### config.mk
export PLATFORM = sky130hd
export DESIGN_NAME = coin_payer
export DESIGN_NICKNAME = d
export VERILOG_FILES = /design/src/rtl/coin_payer.sv
export SDC_FILE = /design/constraint.sdc
export NUM_CORES = 1
export LEC_CHECK = 0
export ABC_AREA = 1
export CORE_MARGIN = 1
export CORE_UTILIZATION = 50
export DETAILED_ROUTE_END_ITERATION = 8
export PLACE_DENSITY = 0.75
export SLEW_MARGIN = 20
export SYNTH_ARGS = -nofsm -noshare
export SYNTH_HDL_FRONTEND = slang
export SYNTH_SLANG_ARGS = --single-unit
### constraint.sdc
create_clock -name sys_clk -period 1.5 [get_ports sys_clk]
set_clock_uncertainty 0.1 [all_clocks]
set_input_delay 0.225 -clock sys_clk [delete_from_list [all_inputs] [get_ports sys_clk]]
set_output_delay 0.225 -clock sys_clk [all_outputs]
set_load 0.01 [all_outputs]
### src/rtl/coin_payer.sv
// coin_payer: customer-side driver for the cola vending interface.
// A buy request produces PRICE one-cycle coin pulses on po_money, spaced by
// GAP idle cycles, then waits up to TIMEOUT cycles for pi_cola.
// The result is reported as a one-cycle po_done or po_err pulse, and
// successful purchases are counted in a saturating 8-bit counter.
// Optional feature macro: COIN_PAYER_QUEUE_EN adds a single-entry pending
// request flag that captures a pi_buy arriving while busy.
// Handshake: po_money is a one-cycle strobe per coin with no back-pressure.
// pi_cola is honoured only in the final PAY cycle and in WAIT.
// pi_buy is a level sampled every rising edge, and it is acted on only in IDLE
// (or is queued, when the pending flag is built in).
module coin_payer #(
    parameter int PRICE   = 3,
    parameter int GAP     = 2,
    parameter int TIMEOUT = 8
) (
    input  logic       sys_clk,
    input  logic       sys_rst_n,
    input  logic       pi_buy,
    input  logic       pi_cola,
    output logic       po_money,
    output logic       po_busy,
    output logic       po_done,
    output logic       po_err,
    output logic [7:0] po_cola_cnt,
    output logic [3:0] po_dbg_state
);

    typedef enum logic [3:0] {
        S_IDLE = 4'b0001,
        S_PAY  = 4'b0010,
        S_GAP  = 4'b0100,
        S_WAIT = 4'b1000
    } state_t;

    localparam logic [3:0] COIN_LAST = 4'(PRICE - 1);
    localparam logic [3:0] GAP_LAST  = 4'((GAP > 0) ? GAP - 1 : 0);
    localparam logic [7:0] WAIT_LAST = 8'(TIMEOUT - 1);

    state_t     state_q, state_d;
    logic [3:0] coin_cnt_q, coin_cnt_d;
    logic [3:0] gap_cnt_q, gap_cnt_d;
    logic [7:0] wait_cnt_q, wait_cnt_d;
    logic       done_q, done_d;
    logic       err_q, err_d;
    logic [7:0] cola_cnt_q, cola_cnt_d;
    logic       start;

`ifdef COIN_PAYER_QUEUE_EN
    logic pend_q, pend_d;

    // Pending flag: remember one request seen while busy, drop it once consumed.
    always_comb begin
        pend_d = pend_q;
        if (state_q == S_IDLE) begin
            pend_d = 1'b0;
        end else if (pi_buy) begin
            pend_d = 1'b1;
        end
    end

    // Pending flag register.
    always_ff @(posedge sys_clk or negedge sys_rst_n) begin
        if (!sys_rst_n) begin
            pend_q <= 1'b0;
        end else begin
            pend_q <= pend_d;
        end
    end

    assign start = pi_buy | pend_q;
`else
    assign start = pi_buy;
`endif

    // Next-state, counter and result logic for the payment sequence.
    always_comb begin
        state_d    = state_q;
        coin_cnt_d = coin_cnt_q;
        gap_cnt_d  = gap_cnt_q;
        wait_cnt_d = wait_cnt_q;
        done_d     = 1'b0;
        err_d      = 1'b0;
        cola_cnt_d = cola_cnt_q;
        unique case (state_q)
            S_IDLE: begin
                if (start) begin
                    state_d    = S_PAY;
                    coin_cnt_d = 4'd0;
                end
            end
            S_PAY: begin
                coin_cnt_d = coin_cnt_q + 4'd1;
                if (coin_cnt_q == COIN_LAST && pi_cola) begin
                    state_d = S_IDLE;
                    done_d  = 1'b1;
                end else if (coin_cnt_q == COIN_LAST) begin
                    state_d    = S_WAIT;
                    wait_cnt_d = 8'd0;
                end else if (GAP == 0) begin
                    state_d = S_PAY;
                end else begin
                    state_d   = S_GAP;
                    gap_cnt_d = 4'd0;
                end
            end
            S_GAP: begin
                if (gap_cnt_q == GAP_LAST) begin
                    state_d = S_PAY;
                end else begin
                    gap_cnt_d = gap_cnt_q + 4'd1;
                end
            end
            S_WAIT: begin
                if (pi_cola) begin
                    state_d = S_IDLE;
                    done_d  = 1'b1;
                end else if (wait_cnt_q == WAIT_LAST) begin
                    state_d = S_IDLE;
                    err_d   = 1'b1;
                end else begin
                    wait_cnt_d = wait_cnt_q + 8'd1;
                end
            end
            default: begin
                state_d = S_IDLE;
            end
        endcase
        if (done_d && cola_cnt_q != 8'hFF) begin
            cola_cnt_d = cola_cnt_q + 8'd1;
        end
    end

    // State, counters and registered result pulses; reset aborts everything.
    always_ff @(posedge sys_clk or negedge sys_rst_n) begin
        if (!sys_rst_n) begin
            state_q    <= S_IDLE;
            coin_cnt_q <= 4'd0;
            gap_cnt_q  <= 4'd0;
            wait_cnt_q <= 8'd0;
            done_q     <= 1'b0;
            err_q      <= 1'b0;
            cola_cnt_q <= 8'd0;
        end else begin
            state_q    <= state_d;
            coin_cnt_q <= coin_cnt_d;
            gap_cnt_q  <= gap_cnt_d;
            wait_cnt_q <= wait_cnt_d;
            done_q     <= done_d;
            err_q      <= err_d;
            cola_cnt_q <= cola_cnt_d;
        end
    end

    assign po_money     = (state_q == S_PAY);
    assign po_busy      = (state_q != S_IDLE);
    assign po_done      = done_q;
    assign po_err       = err_q;
    assign po_cola_cnt  = cola_cnt_q;
    assign po_dbg_state = state_q;

endmodule

==> qor.txt <==
Post-route design area: 2570 sq um
Slew margin rel.: 80.4%
Pwr dens: 1260 nW/um^2
CTS sink count: 30
Layout cells sized above 1: 37.4%
CP bufs+invs: 3
Top cell by count, worst path: buf_6
Library cells used by synthesis: 25
Worst-path clk slew: 0.09 ns
Vias per Instance: 5.08
Antenna diodes: 0
Failing checks: setup timing
Peak VDD IR: 0.000625 V
Setup ws final: -0.131 ns
Fmax: 613 MHz
Reg power frac: 31.9%
Synthesis-to-finish area growth: 47.4%
Final hold vios: 0
Logic pwr share: 49.5%
Final Setup Violations: 21
Initial DRC count: 101
CP max FO: 4
Clk root buf: clkbuf_4
I/O Buffers: 19
Period minus WS final: 1.63 ns
Net load switching power: 1200 uW
Worst skew pair latency: 0.34 ns
Critical Path RT: 1.17 ns
RSZ-0062 raised after global routing: yes
Synth Instances: 216
Syn Area/Cell: 8.07 sq um
Power share of the clock group: 18.6%
Tot GR Track Use: 24.6%
Worst path top cell family by delay: flip-flops
Synth Warn #: 0
Post-Route WL: 4.36 mm
Starting Density: 52.2%
Clk buf depth: 2
Htree depth: 2
Synth top area share: 41.6%
Post-Syn Area: 1740 sq um
Hold_buf cts: 0
Crit path cell chain: buf_6 -> inv_2 -> nand2_2 -> nor2_4 -> buf_6
Cells on worst reg2reg path: 10
FF-to-FF setup slack: -0.11 ns
Dpl cell area: 2160 sq um
Antenna violations before repair: 0
First-pass GRT wire length: 6.55 mm
Nets: 295
CP Depth: 5
Pre-Repair DR Iteration Count: 4
Setup crit start kind: flop
Vias: 1688
Crit-path max cell delay: 0.57 ns
Core box area: 3340 sq um
Largest area contributor in the netlist: dfrtp_1
Grt total ovfl: 0
Die X: 61.0 um
Final GP Congestion: 0.830
Worst-margin pin slew: 0.293 ns
Leakage: 0.00133 uW
Die area: 3730 sq um
# rows: 21
Number of global-route vias before repair: 1498
Arr. time, crit path: 1.31 ns
Max Cap Viol: 0
Largest cells by area after synthesis: dfrtp_1 (42%), nand2_1 (14%), nand3_1 (8.0%)
DP Wirelength: 2.48 mm
WL per Instance: 13.1 um
Die H: 61.0 um
CTS Buf Count: 5
Fillers: 246
Fin. max-slew vios: 0
Worst hold path class: in2async
Seq/Total Area, Yosys: 43.1%
Largest net degree at the start of global routing: 31
Switching Share: 37.3%
Seq cells post-synth: 30
Cell Int Power: 2030 uW
Top-level port count: 20
Hold_ws: 0.148 ns
CTS tree: yes
Post-synth net total: 226
Status: complete, but fails checks
Setup TNS: -1.30 ns
Crit-path slowest cell: dfstp_2
DR DRC count: 0
Antenna-violating nets left: 0
CP endpoint kind: primary output
Final period utilization: 109%
Setup CP Type: reg2out
[layout make-up]
| class | count | area, sq um | area share (%) |
|---|---|---|---|
| multi-input combinational | 164 | 1070 | 41.6 |
| sequential | 30 | 753 | 29.3 |
| timing repair buffer | 59 | 509 | 19.8 |
| inverter | 24 | 97.6 | 3.80 |
| clock buffer | 8 | 78.8 | 3.07 |
| tap | 46 | 57.6 | 2.24 |
| timing repair inverter | 1 | 3.75 | 0.146 |
[kinds of logic after synthesis]
group	count (synthesis)	synth area share, %
and+or+nand+nor	133	38.0
xor gates and xnor gates	9	4.52
buffers and inverters	24	5.46
adders and majority gates	6	4.31
DFF	30	43.1
AOI/OAI and AO/OA	14	4.52
[synth_stat cells]
cell type	count
xor2_1	8
nand4_1	3
nand3_2	1
nand3_1	28
ha_1	6
nand3b_1	2
inv_6	1
nor3_1	1
o21ai_0	8
o22ai_1	3
nand3_4	1
inv_1	22
inv_2	1
nand2_4	3
nor2_1	18
nor2_8	2
nor2_2	6
o21bai_1	2
dfstp_2	1
nor3b_1	2
dfrtp_1	29
xnor2_1	1
a21oi_1	1
nand2_1	64
nor2_4	2
[stage by stage]
stage | std cells | total power (uW) | setup WS (ns) | util, %
3_3_place_gp | 302 | 2160 | -0.106 | 64.8
3_5_place_dp | 302 | 2190 | -0.136 | 64.8
2_1_floorplan | 216 | 1640 | 0.0280 | -
6_report | 332 | 3230 | -0.131 | 77.0
5_1_grt | 332 | 3430 | -0.174 | 77.0
4_1_cts | 326 | 3030 | -0.112 | 73.0
[power by group through the flow]
stage	clock [uW]	combinational, uW	sequential, uW
finish	601	1600	1030
global route	648	1730	1050
CTS	602	1410	1020
detailed placement	0	1110	1070
global placement	0	1090	1070
floorplan	0	519	1120
[timing repair]
item	CTS	global route
setup buffers	13	6
gates cloned	3	0
pin swaps	4	10
resized for setup	54	32
setup endpoints to repair	32	33
[metal layers]
| layer | global-route usage [%] | share of wire [%] | up-vias |
|---|---|---|---|
| met1 | 28.6 | 42 | 796 |
| met2 | 42.4 | 52 | 42 |
| met4 | 10.7 | 2.0 | 0 |
| li1 | - | - | 840 |
| met5 | 0 | 0 | - |
| met3 | 6.72 | 4.0 | 10 |
[final timing paths]
check | startpoint | to
worst max-delay path | po_dbg_state[0] | po_money
worst min-delay path | sys_rst_n | wait_cnt_q[6]
worst max register to register | po_dbg_state[0] | wait_cnt_q[0]
worst min register to register | wait_cnt_q[6] | wait_cnt_q[6]
max in group asynchronous | sys_rst_n | po_dbg_state[0]
min in group sys_clk | wait_cnt_q[6] | wait_cnt_q[6]
[registers in the layout, summed over array words and instances (netlist names)]
name / count
coin_cnt_q: 4
gap_cnt_q: 4
po_cola_cnt: 8
po_dbg_state: 4
po_done: 1
po_err: 1
wait_cnt_q: 8
[layout by cell type, fill, tap and decap left out, types with 2 or more instances in the layout]
| cell type | count |
|---|---|
| nor2_2 | 2 |
| xor2_1 | 8 |
| nand3_1 | 26 |
| o21ai_1 | 3 |
| clkdlybuf4s15_1 | 3 |
| nand4_1 | 3 |
| buf_4 | 35 |
| nor2_8 | 2 |
| dfrtp_1 | 28 |
| nor2_1 | 14 |
| o22ai_2 | 2 |
| clkbuf_4 | 5 |
| inv_2 | 8 |
| nor3b_1 | 2 |
| o21bai_1 | 2 |
| dlygate4sd2_1 | 10 |
| nand3_2 | 3 |
| o21ai_0 | 5 |
| nand2_2 | 17 |
| inv_1 | 15 |
| nor2_4 | 10 |
| nand3_4 | 3 |
| nand3b_1 | 2 |
| nand2_1 | 47 |
| nand2_8 | 2 |
| ha_2 | 2 |
| clkbuf_8 | 3 |
| ha_1 | 4 |
| clkdlybuf4s50_1 | 3 |
| buf_6 | 7 |
Note: power is estimated with default switching activity, not from simulation.
